File: config.mk
export PLATFORM = sky130hd
export DESIGN_NAME = tick_req_scheduler
export DESIGN_NICKNAME = d
export VERILOG_FILES = /design/src/rtl/tick_req_scheduler.sv
export SDC_FILE = /design/constraint.sdc
export NUM_CORES = 1
export LEC_CHECK = 0
export ABC_AREA = 1
export BUFFER_PORTS_ARGS = -buffer_cell sky130_fd_sc_hd__buf_2
export CAP_MARGIN = 20
export CELL_PAD_IN_SITES_DETAIL_PLACEMENT = 0
export CELL_PAD_IN_SITES_GLOBAL_PLACEMENT = 1
export CORE_MARGIN = 2
export CORE_UTILIZATION = 35
export CTS_CLUSTER_SIZE = 10
export DETAILED_ROUTE_END_ITERATION = 8
export GPL_TIMING_DRIVEN = 0
export PLACE_DENSITY = 0.78
export SLEW_MARGIN = 5
export SYNTH_ARGS = -nofsm -noshare
export SYNTH_HDL_FRONTEND = slang
export SYNTH_SLANG_ARGS = --single-unit
export TNS_END_PERCENT = 100
File: constraint.sdc
create_clock -name clk -period 1.95 [get_ports clk]
set_clock_uncertainty 0.15 [all_clocks]
set_input_delay 0.0975 -clock clk [delete_from_list [all_inputs] [get_ports clk]]
set_output_delay 0.0975 -clock clk [all_outputs]
set_load 0.1 [all_outputs]
File: src/rtl/tick_req_scheduler.sv
`default_nettype none
// ============================================================================
// Module   : tick_req_scheduler
// Purpose  : Checks that upstream ticks are evenly spaced and turns each tick
//            into a request credit issued over a valid/ready handshake.
// Revision : 1.0 - initial release
// ============================================================================
module tick_req_scheduler #(
    parameter int PERIOD   = 2501,
    parameter int CBITS    = 12,
    parameter int MAX_PEND = 4,
    parameter int PBITS    = 3
) (
    input  logic             clk,
    input  logic             rst,
    input  logic             tick,
    output logic             req_valid,
    input  logic             req_ready,
    output logic [PBITS-1:0] pend,
    output logic             locked,
    output logic             early_err,
    output logic             late_err,
    output logic             drop_err
);

    localparam logic [CBITS-1:0] PERIOD_CNT = CBITS'(PERIOD);
    localparam logic [PBITS-1:0] PEND_LIMIT = PBITS'(MAX_PEND);

    typedef enum logic [0:0] {
        SEARCH = 1'b0,
        LOCKED = 1'b1
    } state_t;

    state_t           state;
    state_t           next_state;
    logic [CBITS-1:0] icnt;
    logic [CBITS-1:0] icnt_next;
    logic             early_next;
    logic             late_next;
    logic [PBITS-1:0] pend_next;
    logic             drop_next;
    logic             accept;

    assign req_valid = (pend != '0);
    assign accept    = req_valid && req_ready;
    assign locked    = (state == LOCKED);

    always_ff @(posedge clk) begin
        if (rst) begin
            state     <= SEARCH;
            icnt      <= '0;
            pend      <= '0;
            early_err <= 1'b0;
            late_err  <= 1'b0;
            drop_err  <= 1'b0;
        end else begin
            state     <= next_state;
            icnt      <= icnt_next;
            pend      <= pend_next;
            early_err <= early_next;
            late_err  <= late_next;
            drop_err  <= drop_next;
        end
    end

    // Interval tracking: icnt counts cycles since the last tick while locked.
    always_comb begin
        next_state = state;
        icnt_next  = icnt;
        early_next = 1'b0;
        late_next  = 1'b0;
        case (state)
            SEARCH: begin
                icnt_next = '0;
                if (tick) begin
                    next_state = LOCKED;
                    icnt_next  = CBITS'(1);
                end
            end
            LOCKED: begin
                if (tick) begin
                    // An early tick resyncs the interval rather than dropping lock.
                    icnt_next  = CBITS'(1);
                    early_next = (icnt != PERIOD_CNT);
                end else if (icnt == PERIOD_CNT) begin
                    next_state = SEARCH;
                    icnt_next  = '0;
                    late_next  = 1'b1;
                end else begin
                    icnt_next = icnt + CBITS'(1);
                end
            end
            default: begin
                next_state = SEARCH;
                icnt_next  = '0;
            end
        endcase
    end

    // Credit store: simultaneous enqueue and dequeue leave the count unchanged.
    always_comb begin
        pend_next = pend;
        drop_next = 1'b0;
        case ({tick, accept})
            2'b10: begin
                if (pend < PEND_LIMIT) begin
                    pend_next = pend + PBITS'(1);
                end else begin
                    drop_next = 1'b1;
                end
            end
            2'b01:   pend_next = pend - PBITS'(1);
            default: pend_next = pend;
        endcase
    end

endmodule
`default_nettype wire

## After elaboration in Yosys (flattened, before gate mapping)

Cells that the tools add are included.
W data, S select, Z words.

- Register bits: 19
- Bits of input ports: 4
- Word-level logic and storage cells: 37

- $add $sub $neg: 3
- Magnitude comparators: 1
- Eq/ne operators: 5
- Muxes and demuxes: 12
- Bitwise logic cells: 3
- Reduce and logical (&&, ||, !) cells: 7

Operators with widths:

| cell | number |
|---|---|
| $mux W12 | 2 |
| $pmux W12 S2 | 1 |
| $add A12 B1 Y12 const B | 1 |
| $eq A12 B12 Y1 const B | 1 |
| $ne A12 B12 Y1 const B | 1 |
| $mux W1 | 6 |
| $pmux W3 S2 | 1 |
| $reduce_or A3 Y1 | 2 |
| $add A3 B1 Y3 const B | 1 |
| $lt A3 B3 Y1 const B | 1 |
| $mux W3 | 1 |
| $not A1 Y1 | 3 |
| $reduce_bool A3 Y1 | 1 |
| $sub A3 B1 Y3 const B | 1 |
| $eq A2 B1 Y1 const B | 1 |
| $eq A2 B2 Y1 const B | 1 |
| $ne A2 B2 Y1 const B | 1 |
| $pmux W1 S2 | 1 |
| $reduce_and A2 Y1 | 1 |
| $reduce_bool A2 Y1 | 1 |
| $reduce_or A2 Y1 | 1 |
| $logic_and A1 B1 Y1 | 1 |

## Logic depth before layout (Yosys ltp)

Gate-level depths: netlist of the first run.

- Word-level depth: 5
- Gate-level depth with buffers: 9
- Depth with buffers taken out: 9

## Least setup slack after synthesis of the first run

Ideal clock, no wire load.

- Kind: reg-to-reg
- From: register pend[2]
- To: register pend[1]
- Library setup time: 116 ps
- Arrival: 2960 ps
- Required time: 1684 ps
- Setup slack: -1276 ps
- Stages on the path, launching flop included: 8
- Path buffers: 0
- Path through: dfxtp_1 inv_1 nand2_1 nand3_1 fa_1 inv_1 a21oi_1 nor2_1

- Longest elaborated chain between the ends: 5
- Elaborated cells on any way between the ends: 9

RTL lines:

| element | line | text |
|---|---|---|
| start: declaration | 19 | `output logic [PBITS-1:0] pend,` |
| start signal: assignment | 59 | `pend <= pend_next;` |
| $reduce_bool A3 Y1 (*) | 44 | `assign req_valid = (pend != '0);` |
| via req_valid | 17 | `output logic req_valid,` |
| $logic_and A1 B1 Y1 (*) | 45 | `assign accept = req_valid && req_ready;` |
| $eq A2 B2 Y1 / $eq A2 B1 Y1 (equally long branches) | 104 | `case ({tick, accept})` |
| $ne A2 B2 Y1 (no line) / $reduce_bool A2 Y1 (equally long branches) | n/a |  |
| $reduce_and A2 Y1 (no line) | n/a |  |

The timed path passes the listed nets; every way through them passes the cells marked *.
A chain may end at the register's enable or synchronous reset.

## Final worst setup path of the first run

- From: register icnt[0]
- To: register late_err

- Longest elaborated chain between the ends: 2

RTL lines:

| element | line | text |
|---|---|---|
| start: declaration | 36 | `logic [CBITS-1:0] icnt;` |
| start signal: assignment | 58 | `icnt <= icnt_next;` |
| $eq A12 B12 Y1 | 85 | `end else if (icnt == PERIOD_CNT) begin` |
| $mux W1 | 85 |  |
| end signal: assignment | 61 | `late_err <= late_next;` |
| end: declaration | 22 | `output logic late_err,` |

Every way passes these cells.

==> load_flow_metrics.sql, run 1 <==
INSERT INTO impl_metrics (metric_group, metric, value, unit) VALUES
('run_status', 'run_status', 'completed', ''),
('worst_hold_path', 'hold_path_class', 'reg2reg', ''),
('detailed_routing', 'router_iterations_before_antenna_repair', '4', ''),
('setup_path', 'critical_path.cell_chain', 'ha_1 > nand2_1 > nor2_1 > nand3_2 > nor3_1 > dlygate4sd3_1', ''),
('clock_network', 'cts-buffers-inserted', '3', ''),
('sta', 'hold_slack', '0.336', 'ns'),
('setup_path', 'critPathSlowestCell', 'dlygate4sd3_1', ''),
('synth', 'avgSynthCellArea', '7.57', 'µm²'),
('finish', 'antenna_cells_inserted', '0', ''),
('global_routing', 'vias_in_the_first_global_route', '665', ''),
('setup_path', 'cp_num_buf_inv', '1', ''),
('floorplanning', 'die_area', '0.00304', 'mm²'),
('detailed_routing', 'route.vias.total', '780', ''),
('power', 'share_comb_of_total_power', '39.3', '%'),
('setup_path', 'critical_path_peak_fanout', '4', ''),
('sta', 'timing_worst_slew_pin_value', '0.485', 'ns'),
('synth', 'post-synth-top-area-cell', 'dfxtp_1', ''),
('synth', 'synth_top_area_share', '41.5', '%'),
('synth', 'cell_variety_after_synth', '20', ''),
('placed_design', 'port_buffers', '11', ''),
('clock_network', 'cts_root_buffer', 'clkbuf_4', ''),
('detailed_routing', 'wl', '1670', 'µm'),
('flow_run', 'max_cap_violations', '0', ''),
('placed_design', 'gp_congestion', '0.731', ''),
('clock_network', 'cts.sink_count', '19', ''),
('sta', 'setup_viol', '0', ''),
('sta', 'finalHoldViolations', '0', ''),
('power', 'power-per-cell-area', '923', 'mW/mm²'),
('clock_network', 'clock_tree.buffer_depth', '2', ''),
('clock_network', 'clock_insertion_delay_worst_skew', '0.29', 'ns'),
('setup_path', 'path_class', 'reg2reg', ''),
('setup_path', 'critPathCaptureType', 'flop', ''),
('setup_path', 'start_kind', 'flop', ''),
('synth', 'synth.ff_latch_count', '19', ''),
('setup_path', 'critical-path-max-stage-delay', '0.57', 'ns'),
('power', 'power_leakage', '0.452', 'nW'),
('setup_path', 'required', '2.04', 'ns'),
('detailed_routing', 'ant_nets', '0', ''),
('power', 'share_of_total_power_in_the_clock_network', '19.1', '%'),
('clock_network', 'buffer_count_from_post_cts_setup_fixing', '0', ''),
('synth', 'yosysWarnings', '0', ''),
('power', 'power_frac_seq', '41.6', '%'),
('detailed_routing', 'detailedRoute.firstIterationViolations', '9', ''),
('synth', 'post_synth_main_area_contributors', 'dfxtp_1 (42%), nand2_1 (11%), inv_1 (7.0%)', ''),
('finish', 'final_standard_cell_utilization_of_the_core', '45.6', '%'),
('global_routing', 'antenna_found_initial', '0', ''),
('power', 'total_power', '1.04', 'mW'),
('power', 'ir_worst_vdd', '0.890', 'mV'),
('synth', 'synth_nets', '128', ''),
('sta', 'fmaxAchievable', '566', 'MHz'),
('sta', 'max_slew_margin', '67.9', '%'),
('synth', 'synth_sequential_area_ratio', '41.5', '%'),
('floorplanning', 'num_rows', '18', ''),
('power', 'power_spent_charging_and_discharging_nets', '0.463', 'mW'),
('floorplanning', 'initial_utilization', '37.0', '%'),
('floorplanning', 'floorplan.die.width', '55.2', 'µm'),
('clock_network', 'ctsHtreeMaxLevel', '1', ''),
('power', 'sw_frac_of_total', '44.4', '%'),
('global_routing', 'globalRouteTotalUtil', '13.4', '%'),
('finish', 'post_route_cells_drive_above_1_share', '22.0', '%'),
('global_routing', 'globalRouteOverflowTotal', '0', ''),
('floorplanning', 'io_pins', '12', ''),
('floorplanning', 'placeableCoreArea', '0.00248', 'mm²'),
('setup_path', 'cpLargestDelayFamily', 'buffers and inverters', ''),
('finish', 'area_delta_synth_final', '23.4', '%'),
('sta', 'rsz0062_at_grt', 'no', ''),
('setup_path', 'worst_ep_arrival_time', '1.86', 'ns'),
('floorplanning', 'dieHeight', '55.2', 'µm'),
('finish', 'count_of_filler_cells_inserted_in_the_layout', '263', ''),
('global_routing', 'grt_max_degree', '12', ''),
('sta', 'maxSlewViolCount', '0', ''),
('detailed_routing', 'post-route-drc-count', '0', ''),
('detailed_routing', 'vias_per_cell', '4.56', ''),
('synth', 'cell_count_after_synthesis', '121', ''),
('sta', 'min_period_over_period', '90.6', '%'),
('sta', 'layout_min_cycle_time', '1.77', 'ns'),
('power', 'cell_internal_pwr', '0.580', 'mW'),
('clock_network', 'cts.clk_slew.worst_paths', '0.11', 'ns'),
('synth', 'netlist_area', '916', 'µm²'),
('detailed_routing', 'avgRoutedWirePerCell', '9.75', 'µm'),
('finish', 'final_nets', '149', ''),
('global_routing', 'grt_first_pass_wirelength', '2860', 'µm'),
('placed_design', 'post-dp-hpwl', '1250', 'µm'),
('clock_network', 'tritoncts', 'yes', '');
## metrics by stage
| step | TNS, ns | instances | worst slack (ns) | instance area (µm²) |
|---|---|---|---|---|
| 2_1_floorplan | -0.118 | 121 | -0.0682 | 960 |
| 3_3_place_gp | 0 | 162 | 0.299 | 1050 |
| 3_5_place_dp | 0 | 162 | 0.285 | 1050 |
| 4_1_cts | 0 | 171 | 0.204 | 1130 |
| 5_1_grt | 0 | 171 | 0.0234 | 1130 |
| 6_report | 0 | 171 | 0.183 | 1130 |
## cell usage after synthesis (all sizes together)
master / instances
a21boi: 1
a21oi: 7
buf: 1
dfxtp: 19
fa: 1
ha: 2
inv: 17
nand2: 27
nand3: 10
nand3b: 3
nand4: 4
nor2: 17
nor3: 6
or2: 2
xor2: 4
## placed cells by master, fill, tap and decap left out
cell           count
dlygate4sd3_1      5
dfxtp_4            3
nor3_1             3
nand3_4            1
nand4_1            4
a21boi_0           1
nand2_1           25
nand3b_1           3
or2_2              1
a21oi_1            7
nand2_8            1
buf_2             11
nor2_1            15
buf_6              1
clkinv_2           1
fa_1               1
dfxtp_1           16
ha_1               2
clkbuf_4           3
clkinvlp_4         1
xor2_1             4
nor2_2             2
nand2_2            1
nor3_2             3
inv_1             16
nand3_2            2
or2_1              1
nand3_1            7
## per-layer routing
layer | vias to the layer above | track usage, % | routed length [µm]
met1 | 345 | 18.3 | 824
met5 | - | 0 | 0
met3 | 2 | 3.23 | 54
li1 | 424 | - | -
met2 | 9 | 19.4 | 779
met4 | 0 | 7.32 | 10
## worst reg2reg max path: cells and delay by family, from the launching register on
kind,cells,cell delay (ns)
buf+inv,1,0.57
simple gates,4,0.42
flops,1,0.40
fa+ha+maj,1,0.17
## registers in the layout, summed over array words and instances, names as in the netlist
name,flops
drop_err,1
early_err,1
late_err,1
pend,3
icnt,12
locked,1
## final timing paths
check                                end      from  cells past startpoint  slack [ns]
worst min register to register  icnt[11]  icnt[11]                      2        0.34
worst min-delay path            icnt[11]  icnt[11]                      2        0.34
worst max register to register  late_err   icnt[0]                      6        0.18
worst max-delay path            late_err   icnt[0]                      6        0.18
## power by group through the flow
stage | Clock, mW | Sequential [mW] | Combinational [mW]
global route | 0.229 | 0.437 | 0.440
CTS | 0.213 | 0.434 | 0.411
floorplan | 0 | 0.580 | 0.213
global placement | 0 | 0.442 | 0.402
finish | 0.199 | 0.434 | 0.410
detailed placement | 0 | 0.443 | 0.404
## area by class of cell
| class | instances | area [µm²] | area share (%) |
|---|---|---|---|
| Clock inverter | 1 | 5.00 | 0.443 |
| Multi-Input combinational cell | 84 | 489 | 43.3 |
| Timing Repair Buffer | 16 | 105 | 9.30 |
| Tap cell | 30 | 37.5 | 3.32 |
| Clock buffer | 3 | 22.5 | 1.99 |
| Buffer | 1 | 11.3 | 0.997 |
| Sequential cell | 19 | 392 | 34.7 |
| Inverter | 17 | 67.6 | 5.98 |
## cell families after synthesis
| family | after synthesis | synth area share (%) |
|---|---|---|
| adders and majority gates | 3 | 4.92 |
| xor gates and xnor gates | 4 | 3.82 |
| buffers and inverters | 18 | 8.20 |
| and+or+nand+nor | 69 | 36.9 |
| DFF | 19 | 41.5 |
| AOI/OAI and AO/OA | 8 | 4.64 |
## timing repair
item                                   4_1_cts  5_1_grt
hold buffers                                 5        0
gates resized for setup                      0        0
endpoints found under the hold margin        7        0
No activity file was read; power rests on OpenSTA's default activity.
==> run 2, diff against run 1 <==
Clock period 1.95 ns to 2.2 ns, I/O delays scaled along.
==> run 2 against run 1 <==
Effect of this change: sequential share of layout area increased by 1.1 points; combinational power decreased by 18%; global-route usage decreased by 0.12 points; critical path type is now in2reg.
==> load_flow_metrics.sql, run 2 (same netlist as run 1, synthesis figures left out) <==
INSERT INTO impl_metrics (metric_group, metric, value, unit) VALUES
('clock_network', 'cts_root_buffer', 'clkbuf_4', ''),
('sta', 'timing_worst_slew_pin_value', '0.489', 'ns'),
('worst_hold_path', 'min_path_cells', '2', ''),
('floorplanning', 'placeableCoreArea', '0.00248', 'mm²'),
('setup_path', 'path_class', 'in2reg', ''),
('setup_path', 'critPathSlowestCell', 'dlygate4sd3_1', ''),
('setup_path', 'worst_ep_arrival_time', '1.95', 'ns'),
('finish', 'final_nets', '148', ''),
('clock_network', 'cts-buffers-inserted', '3', ''),
('setup_path', 'critPathCaptureType', 'flop', ''),
('power', 'ir_worst_vdd', '0.559', 'mV'),
('clock_network', 'cts.sink_count', '19', ''),
('clock_network', 'ctsHtreeMaxLevel', '1', ''),
('floorplanning', 'io_pins', '12', ''),
('detailed_routing', 'vias_per_cell', '4.74', ''),
('worst_hold_path', 'min_to', 'icnt[11]', ''),
('detailed_routing', 'post-route-drc-count', '0', ''),
('sta', 'fin_tns_setup', '0', 'ns'),
('sta', 'finalHoldViolations', '0', ''),
('placed_design', 'port_buffers', '11', ''),
('setup_path', 'reg2regPathDepth', '8', ''),
('finish', 'largest_register_ff_count', '12', ''),
('clock_network', 'post_cts_resized', '0', ''),
('global_routing', 'globalRouteOverflowTotal', '0', ''),
('floorplanning', 'die_area', '0.00304', 'mm²'),
('setup_path', 'critical-path-max-stage-delay', '0.53', 'ns'),
('floorplanning', 'num_rows', '18', ''),
('finish', 'largest_registers', 'icnt (12), pend (3)', ''),
('floorplanning', 'initial_utilization', '37.0', '%'),
('clock_network', 'buffer_count_from_post_cts_setup_fixing', '0', ''),
('finish', 'largest-register', 'icnt', ''),
('flow_run', 'max_cap_violations', '0', ''),
('placed_design', 'post-dp-hpwl', '1280', 'µm'),
('sta', 'fmaxAchievable', '538', 'MHz'),
('setup_path', 'ff2ff_setup_slack', '0.49', 'ns'),
('setup_path', 'r2r_start', 'pend[2]', ''),
('finish', 'layout.cells.most_common', 'nand2_1', ''),
('setup_path', 'start_kind', 'input port', ''),
('finish', 'area_delta_synth_final', '19.5', '%'),
('detailed_routing', 'wl', '1690', 'µm'),
('global_routing', 'globalRouteTotalUtil', '13.3', '%'),
('sta', 'rsz0062_at_grt', 'no', ''),
('finish', 'antenna_cells_inserted', '0', ''),
('setup_path', 'critical_path_peak_fanout', '6', ''),
('sta', 'min_period_over_period', '84.4', '%'),
('clock_network', 'cts.clk_slew.worst_paths', '0.11', 'ns'),
('worst_hold_path', 'hold_startpoint', 'icnt[11]', ''),
('clock_network', 'clock_tree.buffer_depth', '2', ''),
('clock_network', 'tritoncts', 'yes', ''),
('sta', 'setup_viol', '0', ''),
('sta', 'layout_min_cycle_time', '1.86', 'ns'),
('finish', 'fin_cells', '170', ''),
('sta', 'max_slew_margin', '67.6', '%'),
('global_routing', 'grt_first_pass_wirelength', '2840', 'µm'),
('detailed_routing', 'router_iterations_before_antenna_repair', '4', ''),
('worst_hold_path', 'hold_path_class', 'reg2reg', ''),
('power', 'power-per-cell-area', '816', 'mW/mm²'),
('sta', 'maxSlewViolCount', '0', ''),
('setup_path', 'critical_path.cell_chain', 'dlygate4sd3_1 > buf_2 > inv_1 > nand3_1 > fa_1 > nand3b_1 > nand3_1 > nand2_1 > inv_1', ''),
('finish', 'post_route_cells_drive_above_1_share', '20.7', '%'),
('global_routing', 'grt_max_degree', '12', ''),
('detailed_routing', 'route.vias.total', '806', ''),
('placed_design', 'gp_congestion', '0.779', ''),
('detailed_routing', 'avgRoutedWirePerCell', '9.91', 'µm'),
('finish', 'most-common-layout-cells', 'nand2_1 (25), inv_1 (17), dfxtp_1 (16)', ''),
('floorplanning', 'floorplan.die.width', '55.2', 'µm'),
('run_status', 'run_status', 'completed', ''),
('power', 'power_leakage', '0.444', 'nW'),
('global_routing', 'vias_in_the_first_global_route', '685', ''),
('detailed_routing', 'ant_nets', '0', ''),
('setup_path', 'reg2reg_to', 'pend[2]', ''),
('clock_network', 'clock_insertion_delay_worst_skew', '0.29', 'ns'),
('setup_path', 'critical_path.startpoint', 'tick', ''),
('global_routing', 'antenna_found_initial', '0', ''),
('clock_network', 'cts-hold-fix-buffers', '4', ''),
('setup_path', 'cpLargestDelayFamily', 'buffers and inverters', ''),
('setup_path', 'required', '2.30', 'ns'),
('floorplanning', 'dieHeight', '55.2', 'µm'),
('placed_design', 'dpl.cell_count', '162', ''),
('setup_path', 'cp_num_buf_inv', '4', ''),
('detailed_routing', 'detailedRoute.firstIterationViolations', '23', '');
run 2: changes by cell type in the layout (fill, tap and decap cells not counted), sizes merged:
| cell | before | now |
|---|---|---|
| clkinvlp | 1 | 0 |
| inv | 16 | 17 |
| dlygate4sd3 | 5 | 4 |
run 2: worst max path at each step:
stage,to,slack (ns),cells after the start
after floorplan,pend[1],0.06,7
after global placement,pend[2],0.54,8
after detailed placement,pend[2],0.52,8
after CTS,pend[2],0.37,9
after global routing,pend[1],0.26,8
final,pend[2],0.34,9
run 2: layout make-up:
cell class / count / area, µm²
Multi-Input combinational cell: 84 / 468
Timing Repair Buffer: 15 / 95.1
Clock inverter: 1 / 5.00
Buffer: 1 / 11.3
Tap cell: 30 / 37.5
Fill cell: 269 / 1380
Clock buffer: 3 / 22.5
Sequential cell: 19 / 392
Inverter: 17 / 63.8
run 2: stage by stage:
stage	utilization, %	total power, mW	hold slack, ns	worst slack, ns	area [µm²]
global placement	41.5	0.719	0.189	0.542	1030
finish	44.2	0.893	0.338	0.343	1090
floorplan	-	0.677	0.0368	0.0568	935
CTS	44.2	0.903	0.342	0.365	1090
detailed placement	41.5	0.725	0.198	0.522	1030
global route	44.2	0.941	0.374	0.259	1090
run 2: worst min-delay path, delay by kind of cell (launching register included):
family | cells | cell delay [ns]
AOI/OAI and AO/OA | 1 | 0.05
and+or+nand+nor | 1 | 0.06
DFF | 1 | 0.34
run 2: report_power, final:
group          switching [mW]  internal [mW]
Combinational           0.273         0.0647
Sequential             0.0125          0.369
Clock                   0.106         0.0676
run 2: per-layer routing:
metal,global-route usage [%],share of wire (%),up-vias
met3,3.23,2.8,4
met4,6.10,1.2,0
li1,-,-,423
met1,17.8,49,367
met2,20.2,47,12
met5,0,0,-
==> run 3, diff against run 2 <==
Clock period 2.2 ns to 1.9 ns, I/O delays scaled along.
==> run 3 against run 2 <==
Effect of this change: sequential share of layout area down 1.0 points; critical endpoint unchanged; global-route usage increased by 0.12 points; sequential power rose by 17%; die area stayed put.
==> load_flow_metrics.sql, run 3 (same netlist as run 1, synthesis figures left out) <==
INSERT INTO impl_metrics (metric_group, metric, value, unit) VALUES
('detailed_routing', 'wl', '1660', 'µm'),
('finish', 'final_standard_cell_utilization_of_the_core', '45.7', '%'),
('global_routing', 'vias_in_the_first_global_route', '665', ''),
('worst_hold_path', 'hold_path_class', 'reg2reg', ''),
('finish', 'largest_register_ff_count', '12', ''),
('sta', 'maxSlewViolCount', '0', ''),
('setup_path', 'worst_ep_arrival_time', '1.85', 'ns'),
('global_routing', 'gr-max-usage-layer', 'met2', ''),
('global_routing', 'globalRouteTotalUtil', '13.4', '%'),
('finish', 'antenna_cells_inserted', '0', ''),
('setup_path', 'cp_num_buf_inv', '4', ''),
('clock_network', 'clock_tree.buffer_depth', '2', ''),
('sta', 'fmaxAchievable', '570', 'MHz'),
('detailed_routing', 'post-route-drc-count', '0', ''),
('clock_network', 'ctsHtreeMaxLevel', '1', ''),
('clock_network', 'tritoncts', 'yes', ''),
('sta', 'timing_worst_slew_pin_value', '0.485', 'ns'),
('setup_path', 'critPathSlowestCell', 'dlygate4sd3_1', ''),
('placed_design', 'post-dp-hpwl', '1250', 'µm'),
('placed_design', 'port_buffers', '11', ''),
('global_routing', 'antenna_found_initial', '0', ''),
('detailed_routing', 'router_iterations_before_antenna_repair', '4', ''),
('power', 'ir_worst_vdd', '0.913', 'mV'),
('power', 'sw_frac_of_total', '44.4', '%'),
('power', 'share_comb_of_total_power', '39.3', '%'),
('setup_path', 'critical_path.cell_chain', 'dlygate4sd3_1 > buf_2 > inv_1 > nand3_4 > fa_1 > nand3b_1 > nand3_1 > nand2_1 > inv_1', ''),
('detailed_routing', 'vias_per_cell', '4.58', ''),
('power', 'power_frac_seq', '41.6', '%'),
('sta', 'min_period_over_period', '92.3', '%'),
('setup_path', 'start_kind', 'input port', ''),
('power', 'cell_internal_pwr', '0.595', 'mW'),
('setup_path', 'cpMostUsedCell', 'inv_1', ''),
('global_routing', 'grt_max_degree', '12', ''),
('sta', 'max_slew_margin', '67.9', '%'),
('clock_network', 'cts-buffers-inserted', '3', ''),
('run_status', 'run_status', 'completed', ''),
('floorplanning', 'die_area', '0.00304', 'mm²'),
('clock_network', 'cts_root_buffer', 'clkbuf_4', ''),
('sta', 'rsz0062_at_grt', 'no', ''),
('sta', 'finalHoldViolations', '0', ''),
('floorplanning', 'num_rows', '18', ''),
('floorplanning', 'dieHeight', '55.2', 'µm'),
('clock_network', 'cts.clk_slew.worst_paths', '0.11', 'ns'),
('finish', 'layout.cells.most_common', 'nand2_1', ''),
('finish', 'largest-register', 'icnt', ''),
('sta', 'layout_min_cycle_time', '1.75', 'ns'),
('global_routing', 'grtUsageMet1', '18.3', '%'),
('sta', 'hold_slack', '0.336', 'ns'),
('setup_path', 'required', '1.99', 'ns'),
('flow_run', 'max_cap_violations', '0', ''),
('setup_path', 'critPathCaptureType', 'flop', ''),
('setup_path', 'cpLargestDelayFamily', 'buffers and inverters', ''),
('clock_network', 'clock_insertion_delay_worst_skew', '0.29', 'ns'),
('finish', 'fin_cells', '171', ''),
('detailed_routing', 'detailedRoute.firstIterationViolations', '7', ''),
('global_routing', 'grt_use_met2', '19.4', '%'),
('power', 'power-per-cell-area', '947', 'mW/mm²'),
('floorplanning', 'floorplan.die.width', '55.2', 'µm'),
('global_routing', 'globalRouteOverflowTotal', '0', ''),
('floorplanning', 'initial_utilization', '37.0', '%'),
('detailed_routing', 'avgRoutedWirePerCell', '9.73', 'µm'),
('finish', 'area_delta_synth_final', '23.5', '%'),
('finish', 'largest_registers', 'icnt (12), pend (3)', ''),
('global_routing', 'grt_first_pass_wirelength', '2860', 'µm'),
('finish', 'most-common-layout-cells', 'nand2_1 (25), inv_1 (16), nor2_1 (15), dfxtp_1 (15), buf_2 (11)', ''),
('finish', 'final_nets', '149', ''),
('global_routing', 'grt_met3_usage', '3.23', '%'),
('power', 'share_of_total_power_in_the_clock_network', '19.1', '%'),
('placed_design', 'dpl.cell_count', '162', ''),
('clock_network', 'cts.sink_count', '19', ''),
('floorplanning', 'placeableCoreArea', '0.00248', 'mm²'),
('finish', 'post_route_cells_drive_above_1_share', '22.7', '%'),
('setup_path', 'critical-path-max-stage-delay', '0.53', 'ns'),
('setup_path', 'path_class', 'in2reg', ''),
('floorplanning', 'io_pins', '12', ''),
('sta', 'setup_viol', '0', ''),
('power', 'power_spent_charging_and_discharging_nets', '0.475', 'mW'),
('setup_path', 'critical_path_peak_fanout', '6', ''),
('detailed_routing', 'route.vias.total', '784', ''),
('placed_design', 'gp_congestion', '0.731', ''),
('power', 'power_leakage', '0.452', 'nW'),
('detailed_routing', 'ant_nets', '0', '');
run 3: changes by cell type in the layout (fill, tap and decap cells not counted), sizes merged:
cell         change
clkinvlp         +1
dlygate4sd3      +1
inv              -1
run 3: metal layers:
| metal | up-vias | share of wire, % |
|---|---|---|
| met5 | - | 0 |
| met4 | 0 | 0.60 |
| met3 | 2 | 3.2 |
| met2 | 9 | 47 |
| met1 | 349 | 49 |
| li1 | 424 | - |
run 3: cell type report:
class / count / area [µm²]
Clock buffer: 3 / 22.5
Timing Repair Buffer: 16 / 105
Inverter: 17 / 67.6
Fill cell: 263 / 1350
Clock inverter: 1 / 5.00
Sequential cell: 19 / 393
Tap cell: 30 / 37.5
Buffer: 1 / 11.3
Multi-Input combinational cell: 84 / 489
run 3: through the flow:
step	setup slack, ns	setup TNS (ns)	total power [mW]	area [µm²]
2_1_floorplan	-0.118	-0.218	0.815	960
3_3_place_gp	0.249	0	0.866	1050
3_5_place_dp	0.235	0	0.870	1050
4_1_cts	0.157	0	1.09	1130
5_1_grt	0.00809	0	1.14	1130
6_report	0.146	0	1.07	1130
run 3: worst paths after layout:
check | endpoint | startpoint | slack [ns] | cells past startpoint
setup / recovery | pend[2] | tick | 0.15 | 9
hold / removal | icnt[11] | icnt[11] | 0.34 | 2
setup reg to reg | late_err | icnt[9] | 0.17 | 5
hold reg to reg | icnt[11] | icnt[11] | 0.34 | 2
run 3: timing repair:
action / in CTS / in global routing
hold buffers: 5 / 0
endpoints found under the hold margin: 7 / 0
gates resized for setup: 0 / 1
setup buffers: 0 / 0
setup endpoints to repair: 0 / 1
run 3: worst register-to-register path, cell delays in order (launching register included):
cell and delay [ns]:
dfxtp_1 0.36, or2_1 0.21, nor2_1 0.13, nand3_2 0.11
nor3_1 0.15, dlygate4sd3_1 0.57
run 3: power by group through the flow:
stage,clock network (mW),registers [mW],logic (mW)
after CTS,0.219,0.446,0.422
after global placement,0,0.453,0.412
after global routing,0.235,0.449,0.452
final,0.205,0.446,0.421
after floorplan,0,0.596,0.219
after detailed placement,0,0.455,0.415
